## config.mk

```make
export PLATFORM = sky130hd
export DESIGN_NAME = approx_divider_seq
export DESIGN_NICKNAME = d
export VERILOG_FILES = /design/src/rtl/approx_divider_seq.sv
export SDC_FILE = /design/constraint.sdc
export NUM_CORES = 1
export LEC_CHECK = 0
export ABC_AREA = 1
export BUFFER_PORTS_ARGS = -buffer_cell sky130_fd_sc_hd__buf_2
export CAP_MARGIN = 20
export CORE_MARGIN = 4
export CORE_UTILIZATION = 45
export CTS_CLUSTER_SIZE = 10
export DETAILED_ROUTE_END_ITERATION = 6
export PLACE_DENSITY = 0.67
export SLEW_MARGIN = 10
export SYNTH_ARGS = -nofsm -noshare
export SYNTH_HDL_FRONTEND = slang
export SYNTH_SLANG_ARGS = --single-unit
```

## constraint.sdc

```tcl
create_clock -name clk -period 5.3 [get_ports clk]
set_input_delay 0.53 -clock clk [delete_from_list [all_inputs] [get_ports clk]]
set_output_delay 0.53 -clock clk [all_outputs]
set_load 0.02 [all_outputs]
```

## src/rtl/approx_divider_seq.sv

```systemverilog
// Sequential approximate unsigned divider: leading-one segments of a (2*NUM bits) and
// b (NUM bits) are divided by a restoring divider, then rescaled and saturated to 16 bits.
module approx_divider_seq #(
    parameter int NUM = 6
) (
    input  logic        clk,
    input  logic        rst,
    input  logic        in_valid,
    output logic        in_ready,
    input  logic [31:0] a,
    input  logic [15:0] b,
    output logic        out_valid,
    input  logic        out_ready,
    output logic [15:0] q,
    output logic        ovf,
    output logic        dz
);
    localparam int DW = 2 * NUM;
    localparam int CW = $clog2(DW) + 1;

    typedef enum logic [2:0] {S_IDLE, S_NORM, S_DIV, S_SCALE, S_DONE} state_t;

    state_t          r_state, w_next;
    logic            r_rdy;
    logic [31:0]     r_a;
    logic [15:0]     r_b;
    logic [DW-1:0]   r_ma, r_quo;
    logic [NUM-1:0]  r_mb, r_rem;
    logic [4:0]      r_sa;
    logic [3:0]      r_sb;
    logic            r_dzn;
    logic [CW-1:0]   r_cnt;
    logic [15:0]     r_q;
    logic            r_ovf, r_dz;

    logic [4:0]      w_ka, w_sa;
    logic [3:0]      w_kb, w_sb;
    logic [DW-1:0]   w_ma;
    logic [NUM-1:0]  w_mb, w_rem_nx;
    logic [NUM:0]    w_trial, w_diff;
    logic            w_ge;
    logic [47:0]     w_qx, w_res;
    logic            w_sat;

    always_ff @(posedge clk) begin
        if (rst) begin
            r_state <= S_IDLE;
            r_rdy   <= 1'b0;
        end else begin
            r_state <= w_next;
            r_rdy   <= (w_next == S_IDLE);
        end
    end

    always_comb begin
        w_next = r_state;
        case (r_state)
            S_IDLE:  if (in_valid && r_rdy) w_next = S_NORM;
            S_NORM:  w_next = S_DIV;
            S_DIV:   if (r_cnt == CW'(DW - 1)) w_next = S_SCALE;
            S_SCALE: w_next = S_DONE;
            S_DONE:  if (out_ready) w_next = S_IDLE;
            default: w_next = S_IDLE;
        endcase
    end

    // Leading-one indices; 0 and 1 both map to index 0.
    always_comb begin
        w_ka = '0;
        for (int i = 1; i < 32; i++)
            if (r_a[i]) w_ka = 5'(i);
        w_kb = '0;
        for (int i = 1; i < 16; i++)
            if (r_b[i]) w_kb = 4'(i);
    end

    assign w_sa = (w_ka > 5'(DW - 1))  ? w_ka - 5'(DW - 1)  : '0;
    assign w_sb = (w_kb > 4'(NUM - 1)) ? w_kb - 4'(NUM - 1) : '0;
    assign w_ma = DW'(r_a >> w_sa);
    assign w_mb = NUM'(r_b >> w_sb);

    // One restoring step: shift in the next dividend bit, subtract if it fits.
    assign w_trial  = {r_rem, r_ma[DW-1]};
    assign w_diff   = w_trial - {1'b0, r_mb};
    assign w_ge     = (w_trial >= {1'b0, r_mb});
    assign w_rem_nx = w_ge ? NUM'(w_diff) : NUM'(w_trial);

    assign w_qx  = 48'(r_quo);
    assign w_res = (r_sa >= {1'b0, r_sb}) ? (w_qx << (r_sa - {1'b0, r_sb}))
                                          : (w_qx >> ({1'b0, r_sb} - r_sa));
    assign w_sat = |w_res[47:16];

    always_ff @(posedge clk) begin
        if (rst) begin
            r_a   <= '0;
            r_b   <= '0;
            r_ma  <= '0;
            r_mb  <= '0;
            r_sa  <= '0;
            r_sb  <= '0;
            r_dzn <= 1'b0;
            r_rem <= '0;
            r_quo <= '0;
            r_cnt <= '0;
            r_q   <= '0;
            r_ovf <= 1'b0;
            r_dz  <= 1'b0;
        end else begin
            case (r_state)
                S_IDLE: if (in_valid && r_rdy) begin
                    r_a <= a;
                    r_b <= b;
                end
                S_NORM: begin
                    r_ma  <= w_ma;
                    r_mb  <= w_mb;
                    r_sa  <= w_sa;
                    r_sb  <= w_sb;
                    r_dzn <= (r_b == '0);
                    r_rem <= '0;
                    r_quo <= '0;
                    r_cnt <= '0;
                end
                S_DIV: begin
                    r_rem <= w_rem_nx;
                    r_ma  <= r_ma << 1;
                    r_quo <= {r_quo[DW-2:0], w_ge};
                    r_cnt <= r_cnt + CW'(1);
                end
                S_SCALE: begin
                    r_q   <= (r_dzn || w_sat) ? 16'hFFFF : w_res[15:0];
                    r_ovf <= !r_dzn && w_sat;
                    r_dz  <= r_dzn;
                end
                default: ;
            endcase
        end
    end

    assign in_ready  = r_rdy;
    assign out_valid = (r_state == S_DONE);
    assign q         = r_q;
    assign ovf       = r_ovf;
    assign dz        = r_dz;
endmodule

```

==> key figures <==
Clock network
  – Longest Clk Path Bufs: 2
  – Clock-pin slew on the worst setup and hold paths: about 0.060 ns
  – Root Buffer: clkbuf_16
  – CTS tree: done
  – CTS Hold Bufs: 0
  – Post-CTS Setup Bufs: 0
  – Clock latency on the worst-skew pair: 0.43 ns
  – H-tree levels: 4
  – Num CTS Buffers: 17
  – Clock sink total: ~120
  – Cts repair resizes: 0

Job
  – MaxCap Viol Count: 0

Global route
  – Vias in the first global route: around 8000
  – Gr usage total: between 20% and 30%
  – GR met1 Demand/Resource: between 30 and 40%
  – Initial antenna violation count: 0
  – Global-route wire length before repair: just under 40000 um
  – Met3 Use GR: 3.15%
  – Largest net degree at the start of global routing: a little under 50
  – Gr ovfl total: 0
  – Grt peak-use layer: met2
  – Met2 usage: roughly 35%

Floorplan
  – Initial core utilization: between 40% and 50%
  – Die height: approximately 150 um
  – Core footprint: ~18000 um^2
  – Ports: 72
  – Die area: 21100 um^2
  – Die span in x: between 100 and 150 um
  – # rows: 49

Critical path
  – Most used cell, CP: nand2_1
  – Endpoint class of the critical path: register
  – CP required: 5.56 ns
  – Max FO, Critical Path: 47
  – Worst setup path category: reg -> reg
  – Startpoint types: register
  – Slowest-stage cell, CP: o21ai_0
  – Slowest stage delay, CP: ~0.52 ns
  – WP data arrival: 4.70 ns

Placed design
  – RePlAce Congestion: approximately 0.91
  – HPWL Detailed: ~18000 um
  – PortBufs: 71

Finish
  – Most common cell after layout, fill and taps aside: nand2_1
  – Inserted Diodes: 0
  – Layout cells sized above 1: roughly a tenth
  – NumNets Final: about 1500
  – Synth-to-Final Area Change: 11.9%
  – Util after Layout: just over 50%
  – Most frequent cells in the layout: 378 x nand2_1, 192 x o21ai_0, 150 x inv_1
  – Fillers: 1927

Power and ir drop
  – Max VDD drop: ~0.29 mV
  – PwrDens: ~480 nW/um^2
  – Leakage: ~4.4 nW

STA
  – Final setup viols: 0
  – Min Tclk post-route: about 4.4 ns
  – Period utilization: a little over four fifths
  – Worst-Margin Slew: 0.999 ns
  – Unrepaired setup endpoints after global routing: false
  – Max Clock Freq: ~230 MHz
  – Slew headroom: about 33%
  – Fin Clk Skew: approximately 0.014 ns
  – Setup Total Neg Slack: 0 ns
  – Final Max Tran Viols: 0
  – Final Hold Vio Count: 0

Synth
  – Yosys top cell area share: 28.5%
  – Most area-consuming cells after synthesis: dfxtp_1 29%, nand2_1 17%, o21ai_0 11%, a21oi_1 7.4%, inv_1 6.7%
  – Number of synthesized register bits: ~120
  – Async SR Flop Fraction: 0%
  – Post-synth EDFFs: 0
  – Synthesized Nets: between 1000 and 1500
  – Synth warnings: 0
  – Mean Syn Cell Area: just over 6 um^2
  – Register area share after synthesis: between 20% and 30%
  – Yosys cell types: 45
  – Cells after Synth: approximately 1400
  – Cell area after synthesis: between 8000 and 9000 um^2
  – Synth area leader: dfxtp_1
  – Top_reg_cell synth: dfxtp_1

Min path
  – Min-Delay Path Class: in -> reg

Outcome
  – Status: finished clean

Routing
  – Detailed Route WL: roughly 24000 um
  – Post-route ant nets: 0
  – Drt drc: 0
  – DR WL/cell: approximately 14 um
  – Vias per inst: 5.41
  – TritonRoute pass-1 iters: 5
  – DRT iter0 DRCs: 743
  – Detailed-route via count: between 8000 and 9000
## per-stage QoR
stage / setup WS [ns] / cells / hold slack, ns / instance area, um^2 / power, mW
2_1_floorplan: 1.76 / 1384 / 0.430 / 8490 / 2.88
3_3_place_gp: 0.988 / 1618 / 0.452 / 8860 / 3.29
3_5_place_dp: 0.950 / 1619 / 0.453 / 8870 / 3.28
4_1_cts: 0.917 / 1651 / 0.326 / 9490 / 4.52
5_1_grt: 0.260 / 1651 / 0.346 / 9490 / 4.91
6_report: 0.856 / 1651 / 0.335 / 9490 / 4.54
## cells by family after synthesis
family	share of synthesized area, %
simple gates	30.2
flops	28.5
mux	0.354
fa+ha+maj	3.36
xor+xnor	0.929
buf+inv	11.2
compound gates	25.4
## registers in the layout, indices dropped and copies added, names as in the netlist, 4 cells and up
name,count
r_mb,6
q,16
r_b,16
r_a,32
r_sa,5
r_cnt,5
r_rem,6
r_sb,4
r_quo,12
r_ma,12
## layer usage
metal / vias to the layer above / share of wire, %
met1: 3943 / 49
met4: 0 / 2.5
met2: 268 / 44
met3: 40 / 4.9
li1: 4686 / -
met5: - / 0
## worst paths after layout
path | cells after the start | slack, ns | from | to
worst max-delay path | 42 | 0.86 | r_a[2] | r_ma[10]
worst min-delay path | 3 | 0.34 | b[0] | r_b[0]
worst max register to register | 42 | 0.86 | r_a[2] | r_ma[10]
worst min register to register | 2 | 0.46 | r_ma[0] | r_ma[0]
## critical path, delay by kind of cell, from the launching register on
kind / cells / cell delay [ns]
compound gates: 4 / 0.93
fa+ha+maj: 1 / 0.22
buf+inv: 1 / 0.05
flops: 1 / 0.32
simple gates: 36 / 2.72
## power by group
group | switching, mW | internal [mW]
Combinational | 1.57 | 0.714
Sequential | 0.0486 | 0.972
Clock | 0.464 | 0.764
Total | 2.09 | 2.45
## final cells by class
cell class,instances,area (um^2),share of cell area [%]
clock inverter,14,184,1.94
inverter,161,604,6.37
clock buffer,18,439,4.63
tap,229,287,3.02
sequential,121,2420,25.5
multi-input combinational,1028,5120,54.0
timing repair buffer,80,433,4.56
## Yosys cell counts (all sizes together) (5+ instances only)
master    n
nor4     13
ha       18
nand4    14
nand3   102
o21bai    5
clkbuf   48
o22ai    16
buf      26
xor2      7
a21oi   127
inv     157
nor3      6
nand2   385
o21ai   195
o221ai   18
o211ai   12
dfxtp   121
a31oi     6
nor2     76
Note: power is estimated with default switching activity, not from simulation.
